**config.mk**
```make
export PLATFORM = sky130hd
export DESIGN_NAME = aes_block_assembler
export DESIGN_NICKNAME = d
export VERILOG_FILES = /design/src/rtl/aes_block_assembler_pkg.sv /design/src/rtl/aes_block_assembler.sv
export SDC_FILE = /design/constraint.sdc
export NUM_CORES = 1
export LEC_CHECK = 0
export CORE_AREA = 3 3 180 182
export CTS_CLUSTER_DIAMETER = 30
export CTS_CLUSTER_SIZE = 28
export DETAILED_ROUTE_END_ITERATION = 16
export DIE_AREA = 0 0 183 185
export GPL_TIMING_DRIVEN = 0
export PLACE_DENSITY = 0.65
export RECOVER_POWER = 50
export SETUP_SLACK_MARGIN = 0.5
export SLEW_MARGIN = 20
export SYNTH_ARGS = -nofsm -noshare
export SYNTH_HDL_FRONTEND = slang
export SYNTH_SLANG_ARGS = --single-unit
```
**constraint.sdc**
```tcl
create_clock -name clk -period 5.5 [get_ports clk]
set_input_delay 0.825 -clock clk [delete_from_list [all_inputs] [get_ports clk]]
set_output_delay 0.825 -clock clk [all_outputs]
set_load 0.1 [all_outputs]
```
**src/rtl/aes_block_assembler_pkg.sv**
```systemverilog
// ============================================================================
// Module   : aes_block_assembler_pkg
// Purpose  : Shared types and constants for the AES block assembler.
//            Holds the FSM state encoding and the default word/block geometry.
// Revision : 1.0 - initial release
// ============================================================================
`default_nettype none

package aes_block_assembler_pkg;

    localparam int AES_WORD_W   = 32;
    localparam int AES_NB_WORDS = 4;

    typedef enum logic [1:0] {
        AES_ASM_COLLECT = 2'd0,
        AES_ASM_START   = 2'd1,
        AES_ASM_WAIT    = 2'd2,
        AES_ASM_DRAIN   = 2'd3
    } aes_asm_state_t;

endpackage : aes_block_assembler_pkg

`default_nettype wire

```
**src/rtl/aes_block_assembler.sv**
```systemverilog
// ============================================================================
// Module   : aes_block_assembler
// Purpose  : Packs NUM_WORDS plaintext words into one cipher block, hands it to
//            the AES core with a start/done handshake, latches the result and
//            serialises it word by word to the ciphertext sink. Loops
//            COLLECT -> START -> WAIT -> DRAIN -> COLLECT.
// Config   : AES_ASM_LOOPBACK_EN - bypass the core; the result is block ^ key_i
//            latched one cycle after START, core_start_o is tied low and
//            core_done_i / core_result_i are ignored.
// Ports    : clk, reset_n (async, active-low), clear (sync, same as reset)
//            key_i                      cipher key (loopback only)
//            pt_valid_i/pt_ready_o/pt_data_i       plaintext word stream
//            core_start_o/core_block_o             block to cipher core
//            core_done_i/core_result_i             result from cipher core
//            ct_valid_o/ct_ready_i/ct_data_o       ciphertext word stream
//            busy_o                     not idle (COLLECT with no words taken)
//            block_done_o               pulse after last ciphertext word
// Revision : 1.0 - initial release
// ============================================================================
`default_nettype none

module aes_block_assembler
    import aes_block_assembler_pkg::*;
#(
    parameter int DATA_WIDTH = AES_WORD_W,
    parameter int NUM_WORDS  = AES_NB_WORDS
) (
    input  logic                          clk,
    input  logic                          reset_n,
    input  logic                          clear,
    input  logic [DATA_WIDTH*NUM_WORDS-1:0] key_i,
    input  logic                          pt_valid_i,
    output logic                          pt_ready_o,
    input  logic [DATA_WIDTH-1:0]         pt_data_i,
    output logic                          core_start_o,
    output logic [DATA_WIDTH*NUM_WORDS-1:0] core_block_o,
    input  logic                          core_done_i,
    input  logic [DATA_WIDTH*NUM_WORDS-1:0] core_result_i,
    output logic                          ct_valid_o,
    input  logic                          ct_ready_i,
    output logic [DATA_WIDTH-1:0]         ct_data_o,
    output logic                          busy_o,
    output logic                          block_done_o
);

    localparam int BLOCK_W = DATA_WIDTH * NUM_WORDS;
    localparam int CNT_W   = (NUM_WORDS > 1) ? $clog2(NUM_WORDS) : 1;
    localparam logic [CNT_W-1:0] C_LAST_WORD = CNT_W'(NUM_WORDS - 1);

    aes_asm_state_t     r_state;
    aes_asm_state_t     w_state_next;
    logic [CNT_W-1:0]   r_word_cnt;
    logic [CNT_W-1:0]   w_word_cnt_next;
    logic [BLOCK_W-1:0] r_block;
    logic [BLOCK_W-1:0] r_result;
    logic [BLOCK_W-1:0] w_result_next;
    logic               w_result_load;
    logic               r_block_done;
    logic               w_block_done_next;
    logic               w_pt_hs;
    logic               w_ct_hs;

    // Handshakes are qualified by the state decode, so a stray ready or
    // valid outside its own phase can never move data.
    assign w_pt_hs = (r_state == AES_ASM_COLLECT) && pt_valid_i;
    assign w_ct_hs = (r_state == AES_ASM_DRAIN)   && ct_ready_i;

`ifdef AES_ASM_LOOPBACK_EN
    logic w_unused_core;
    assign w_unused_core = core_done_i ^ (^core_result_i);
    assign core_start_o  = 1'b0;
`else
    logic w_unused_key;
    assign w_unused_key  = ^key_i;
    assign core_start_o  = (r_state == AES_ASM_START);
`endif

    assign pt_ready_o   = (r_state == AES_ASM_COLLECT);
    assign ct_valid_o   = (r_state == AES_ASM_DRAIN);
    assign ct_data_o    = r_result[r_word_cnt*DATA_WIDTH +: DATA_WIDTH];
    assign core_block_o = r_block;
    assign busy_o       = !((r_state == AES_ASM_COLLECT) && (r_word_cnt == '0));
    assign block_done_o = r_block_done;

    // ------------------------------------------------------------------
    // Next-state / next-counter logic
    // ------------------------------------------------------------------
    always_comb begin
        w_state_next      = r_state;
        w_word_cnt_next   = r_word_cnt;
        w_block_done_next = 1'b0;
        w_result_load     = 1'b0;
        w_result_next     = r_result;

        case (r_state)
            AES_ASM_COLLECT: begin
                if (w_pt_hs) begin
                    if (r_word_cnt == C_LAST_WORD) begin
                        w_word_cnt_next = '0;
                        w_state_next    = AES_ASM_START;
                    end else begin
                        w_word_cnt_next = r_word_cnt + CNT_W'(1);
                    end
                end
            end

            AES_ASM_START: begin
                w_state_next = AES_ASM_WAIT;
            end

            AES_ASM_WAIT: begin
`ifdef AES_ASM_LOOPBACK_EN
                // Fixed one-cycle "cipher": XOR with the key.
                w_result_load = 1'b1;
                w_result_next = r_block ^ key_i;
                w_state_next  = AES_ASM_DRAIN;
`else
                if (core_done_i) begin
                    w_result_load = 1'b1;
                    w_result_next = core_result_i;
                    w_state_next  = AES_ASM_DRAIN;
                end
`endif
            end

            AES_ASM_DRAIN: begin
                if (w_ct_hs) begin
                    if (r_word_cnt == C_LAST_WORD) begin
                        w_word_cnt_next   = '0;
                        w_block_done_next = 1'b1;
                        w_state_next      = AES_ASM_COLLECT;
                    end else begin
                        w_word_cnt_next = r_word_cnt + CNT_W'(1);
                    end
                end
            end

            default: begin
                w_state_next    = AES_ASM_COLLECT;
                w_word_cnt_next = '0;
            end
        endcase
    end

    // ------------------------------------------------------------------
    // State and datapath registers. clear has the same effect as reset,
    // so a clear on the final drain handshake suppresses block_done_o.
    // ------------------------------------------------------------------
    always_ff @(posedge clk or negedge reset_n) begin
        if (!reset_n) begin
            r_state      <= AES_ASM_COLLECT;
            r_word_cnt   <= '0;
            r_block      <= '0;
            r_result     <= '0;
            r_block_done <= 1'b0;
        end else if (clear) begin
            r_state      <= AES_ASM_COLLECT;
            r_word_cnt   <= '0;
            r_block      <= '0;
            r_result     <= '0;
            r_block_done <= 1'b0;
        end else begin
            r_state      <= w_state_next;
            r_word_cnt   <= w_word_cnt_next;
            r_block_done <= w_block_done_next;
            if (w_pt_hs) begin
                // Word 0 lands in the least significant bits.
                r_block[r_word_cnt*DATA_WIDTH +: DATA_WIDTH] <= pt_data_i;
            end
            if (w_result_load) begin
                r_result <= w_result_next;
            end
        end
    end

endmodule : aes_block_assembler

`default_nettype wire

```
==> results of run 1 <==
power groups by stage:
stage          clock [uW]  sequential (uW)  combinational (uW)
4_1_cts              3770             2100                1730
3_3_place_gp            0             2130                1700
2_1_floorplan           0             2510                 763
3_5_place_dp            0             2130                1720
5_1_grt              3890             2110                1800
6_report             3720             2100                1710
worst max-delay path: stages, from the launching register on:
cell and delay (ps):
dfrtp_1 410, clkbuf_1 370, clkbuf_1 660, inv_1 250
ha_1 300, nand2_1 90, clkdlybuf4s50_1 1180
how the worst min path moves through the flow:
stage	start	slack, ps	cells after the start	end
6_report	r_result[70]	490	1	r_result[70]
5_1_grt	r_result[71]	510	1	r_result[71]
4_1_cts	reset_n	240	1	core_block_o[2]
3_5_place_dp	core_block_o[72]	480	1	core_block_o[72]
3_3_place_gp	r_result[81]	480	1	r_result[81]
2_1_floorplan	r_result[64]	470	1	r_result[64]
per-layer routing:
layer	track usage (%)	vias to the layer above	wire (um)
met1	25.4	4128	14200
li1	-	3477	-
met4	6.03	4	897
met2	33.8	422	16500
met5	0	-	27
met3	7.23	67	3660
registers in the layout, summed over array words and instances, names as in the netlist:
signal and flops:
block_done_o 1, core_block_o 128, r_word_cnt 2, r_state 2, r_result 128
through the flow:
stage	cells	area (um^2)	utilization (%)	setup slack, ps	TNS [ps]
2_1_floorplan	665	10300	-	2510	0
3_3_place_gp	1391	14100	45.8	-7700	-2003080
3_5_place_dp	1393	14100	46.0	1420	0
4_1_cts	1502	16300	53.0	831	0
5_1_grt	1502	16300	52.9	687	0
6_report	1502	16300	52.9	866	0
cells by family after synthesis:
logic type / after synthesis / synth area share [%]
compound gates: 262 / 22.6
flops: 261 / 63.5
buf+inv: 72 / 3.49
mux: 37 / 7.53
simple gates: 23 / 1.70
fa+ha+maj: 10 / 1.22
cell type report:
class,instances,area [um^2]
Buffer,65,319
Clock buffer,76,1680
Clock inverter,33,470
Fill cell,2560,14500
Inverter,7,26.3
Multi-Input combinational cell,332,3400
Sequential cell,261,6530
Tap cell,396,495
Timing Repair Buffer,332,3350
placed cells by master (no fill, tap or decap), types with 2 or more instances in the layout:
master / netlist / routed
nand2_1: 7 / 7
clkinv_2: 0 / 5
bufinv_16: 0 / 10
mux2_2: 3 / 3
buf_6: 6 / 6
mux4_2: 32 / 32
ha_1: 10 / 10
clkinv_4: 0 / 6
clkbuf_1: 21 / 38
nor2_1: 2 / 2
mux2i_1: 2 / 2
clkbuf_8: 0 / 10
buf_1: 5 / 5
buf_2: 32 / 21
clkdlybuf4s50_1: 0 / 328
clkbuf_16: 0 / 61
inv_1: 6 / 7
nor4_4: 3 / 3
a22o_1: 223 / 223
a21oi_1: 2 / 2
buf_16: 0 / 2
a32o_1: 32 / 32
a31oi_1: 2 / 2
nand2b_1: 3 / 3
dfrtp_1: 261 / 261
inv_6: 0 / 2
clkinvlp_4: 0 / 10
==> metrics, run 1 <==
critical path type=reg2out; Setup crit end=busy_o; Cells after Synth=665; ANT cells=0; Yosys reg bits=roughly 260; unrepaired setup endpoints after global routing=no; RR Startpoint=r_word_cnt[1]; Post-CTS Hold Buffers=0; CP Launch Type=register; Core Footprint=between 30000 and 40000 um^2; Synth async-reset ratio=100%; Distinct cells, synth=31; flop2flop setup slack=2180 ps; Power Dens Cells=approximately 460 nW/um^2; vias in the first global route=roughly 8700; fmax=216 MHz; pin count of the biggest net entering global routing=between 90 and 100; die area=roughly 34000 um^2; Peak VDD IR=244 uV; Die Y=185 um; GP Congestion=between 0.8 and 0.9; hpwl dp=about 25000 um; sequential fraction of design power=~28%; post-CTS setup buffer count=0; CP startpoint=r_word_cnt[1]; commonest cells in the netlist=dfrtp_1, a22o_1, a32o_1, buf_2, mux4_2; clk sinks=between 200 and 300; total of max-cap violations=1; P_sw=2380 uW; first-pass GRT wire length=53500 um; sequential cell area fraction in the yosys report=a little under two thirds; Worst-Margin Slew=about 4000 ps; Total Wirelength=approximately 35000 um; # DRC=0; Total Routing Usage GR=between 20% and 30%; switching share of power=approximately a third; Area Growth Syn to Fin=58.2%; antenna-violating nets left=0; Clock Tree Root=clkbuf_16; max-slew violation count=74; status=finished with violations; critical path arrival=3810 ps; failing checks=max-capacitance violations, max-slew violations; Post-synth EDFFs=0; total power=about 7500 uW; final-report setup violation count=0; Worst Path Required=~4700 ps; Vias/cell=approximately 5.4; fin crit share=a little over four fifths; WL/cell=23.5 um; CTS Buf Count=60; share of post-route cells with drive strength above 1=approximately 16%; Synth Flop Type=dfrtp_1; clock period minus worst slack=around 4600 ps; H-tree depth=2; DR vias=8098; worst-skew pair later-pin latency=between 500 and 600 ps; DRT Pass-1 Iters=4; mapped cell area=about 10000 um^2; CTS tree=yes; Crit. End Element=primary output; PortBufs=between 300 and 400; Worst slew margin=-166%; synthesized area per cell=approximately 15 um^2; PostCTS Resize Cnt=0; die width=about 180 um; Hold Vio Cnt, Final=0; clock share of power=49.4%; Reg-to-Reg End=core_block_o[126]; Bufs on Longest Clock Path=3; YS warnings=0; Post-layout nets=approximately 1400; ranking of synthesized cells by area=dfrtp_1, a22o_1, mux4_2; Clock Skew=roughly 22 ps; post-synth top area share=~63%; internal power=around 5200 uW; final hold slack=about 500 ps; syn_nets=slightly below 1000; worst min-delay path category=reg2reg; FF-to-FF path depth=8; Comb power frac=a little under a quarter; initial antenna violation count=2; Top Ports=roughly 460; Core Rows=64; leakage power=0.00723 uW; Initial Util=33.5%; crit path max fanout=10; area leader, netlist=dfrtp_1; clk slew on worst S/H paths=about 40 ps; total gr overflow=0; starting DRC count in detailed routing=~530; most instantiated library cell after synthesis=dfrtp_1
Note: power is estimated with default switching activity, not from simulation.
==> inputs of run 2 (changes only) <==
--- a/config.mk
+++ b/config.mk
@@ -5,13 +5,13 @@
 export SDC_FILE = /design/constraint.sdc
 export NUM_CORES = 1
 export LEC_CHECK = 0
-export CORE_AREA = 3 3 180 182
+export CORE_AREA = 3 3 179 181
 export CTS_CLUSTER_DIAMETER = 30
 export CTS_CLUSTER_SIZE = 28
 export DETAILED_ROUTE_END_ITERATION = 16
-export DIE_AREA = 0 0 183 185
+export DIE_AREA = 0 0 182 184
 export GPL_TIMING_DRIVEN = 0
-export PLACE_DENSITY = 0.65
+export PLACE_DENSITY = 0.68
 export RECOVER_POWER = 50
 export SETUP_SLACK_MARGIN = 0.5
 export SLEW_MARGIN = 20
==> constraint.sdc (replaced) <==
create_clock -name clk -period 4.22 [get_ports clk]
set_input_delay 0.633 -clock clk [delete_from_list [all_inputs] [get_ports clk]]
set_output_delay 0.633 -clock clk [all_outputs]
set_load 0.1 [all_outputs]
==> run 2 against run 1 <==
  * Sequential share of layout area increased by 1.1 points
  * Wire length decreased by 5.0%
  * First-iteration DRC count is 15% lower
  * Global-route usage shrank 0.89 points
  * Cell area decreased by 2.7%
  * Die area decreased by 1.1%
  * Clock power rose by 6.7%
  * The run still ends with max-capacitance violations, max-slew violations left
==> metrics, run 2 (synthesized netlist as in run 1, its figures left out) <==
status=finished with violations; failing checks=max-capacitance violations, max-slew violations; total gr overflow=0; most frequent cells in the layout=clkdlybuf4s50_1, dfrtp_1, a22o_1; post-CTS setup buffer count=0; worst-skew pair later-pin latency=~530 ps; PortBufs=between 300 and 400; fin area=approximately 16000 um^2; Core Rows=64; CP Launch Type=register; pin count of the biggest net entering global routing=around 100; Bufs on Longest Clock Path=3; DR vias=around 8000; Die Y=between 150 and 200 um; Total Wirelength=33500 um; flop2flop setup slack=1010 ps; slowest CP cell=clkbuf_1; Worst slew margin=-131%; DRT Pass-1 Iters=4; Hold Path End=core_block_o[71]; clk slew on worst S/H paths=approximately 40 ps; hpwl dp=approximately 24000 um; leakage power=0.00706 uW; Worst path depth=6; clock period minus worst slack=roughly 3500 ps; Clock Tree Root=clkbuf_16; Initial Util=between 30% and 40%; critical path's most frequent cell=clkbuf_1; CP Buf/Inv Count=4; max-slew violation count=roughly 70; leading cell type in the layout, fill and taps excluded=clkdlybuf4s50_1; CTS tree=yes; clk sinks=roughly 260; Metal-1 WL=about 14000 um; Peak VDD IR=247 uV; FF-to-FF path depth=8; RR Startpoint=r_word_cnt[1]; initial antenna violation count=0; fmax=~280 MHz; hold path cells=2; worst min-delay path category=reg2reg; WL/cell=around 23 um; final hold slack=482 ps; Power Dens Cells=~560 nW/um^2; met3 WL=around 3300 um; Util after Layout=about 52%; Total Routing Usage GR=19.6%; Worst-Margin Slew=between 3000 and 4000 ps; final-report setup violation count=0; critical path type=reg2out; share of post-route cells with drive strength above 1=approximately 17%; first-pass GRT wire length=~51000 um; Top Ports=459; Vias/cell=approximately 5.4; GP Congestion=just over 0.8; die area=between 30000 and 40000 um^2; Clock Skew=18.3 ps; Core Footprint=just over 30000 um^2; antenna-violating nets left=0; H-tree depth=2; Area Growth Syn to Fin=53.9%; Crit. End Element=primary output; Hold Vio Cnt, Final=0; crit path max fanout=10; vias in the first global route=approximately 8500; critical path arrival=2890 ps; CTS Buf Count=50; total of max-cap violations=1; Post-layout nets=~1400; CP delay by family, top=buffers and inverters; Post-DP Area=between 10000 and 15000 um^2; Worst Path Required=3590 ps; unrepaired setup endpoints after global routing=yes; HP Start=core_block_o[71]; Reg-to-Reg End=core_block_o[100]; starting DRC count in detailed routing=approximately 450; Top Metal Used=met4; die width=about 180 um; crit-path max cell delay=600 ps; fin crit share=a little over four fifths; # DRC=0; metal2 WL=roughly 16000 um; CP Cell Sequence=clkbuf_1 > clkbuf_1 > inv_1 > ha_1 > nand2_1 > clkbuf_2
-- run 2: changes by cell type in the layout (fill, tap and decap cells not counted), moves of 2 or more --
cell,previous run,this run
clkinv_2,5,10
buf_2,21,19
clkbuf_16,61,51
clkinv_4,6,2
inv_6,2,4
clkbuf_8,10,6
clkbuf_2,0,9
clkdlybuf4s15_2,0,21
bufinv_16,10,6
clkdlybuf4s50_1,328,298
clkinvlp_4,10,8
-- run 2: through the flow --
stage	std cells	setup slack [ps]	power, uW	setup TNS (ps)
CTS	1485	225	9010	0
finish	1486	694	8900	0
global placement	1391	-8740	4980	-2272430
floorplan	665	1420	4260	0
global route	1485	325	9250	0
detailed placement	1393	461	5000	0
-- run 2: routing by layer --
layer  vias up  track usage (%)
met1      4074             25.2
met4         0             5.58
met5         -                0
li1       3457                -
met2       395             31.4
met3        48             6.89
-- run 2: what timing repair did --
action,in CTS,in global routing
resized for setup,79,11
setup endpoints to repair,30,9
gates cloned,0,0
hold endpoints to repair,0,0
hold buffers,0,0
-- run 2: report_power, final --
group	leakage, uW	internal [uW]	switching (uW)
clock	0.000829	2680	1290
combinational	0.00260	653	1540
sequential	0.00364	2640	89.9
-- run 2: cell type report --
type / instances / area [um^2]
fill: 2556 / 14800
sequential: 261 / 6530
multi-input combinational: 332 / 3400
timing repair buffer: 332 / 3340
clock buffer: 62 / 1380
tap: 396 / 495
clock inverter: 30 / 343
buffer: 65 / 317
inverter: 7 / 26.3
antenna: 1 / 2.50
-- run 2: worst min-delay path: stages, from the launching register on --
cell	delay [ps]
dfrtp_1	340
nand2_1	50
o31ai_1	50
-- run 2: worst max path at each step --
stage,slack [ps],from,to
final,690,r_word_cnt[1],busy_o
after global placement,-8740,reset_n,r_result[11]
after detailed placement,460,r_word_cnt[1],busy_o
after CTS,220,r_word_cnt[1],busy_o
after global routing,330,reset_n,r_result[33]
after floorplan,1420,r_state[0],busy_o
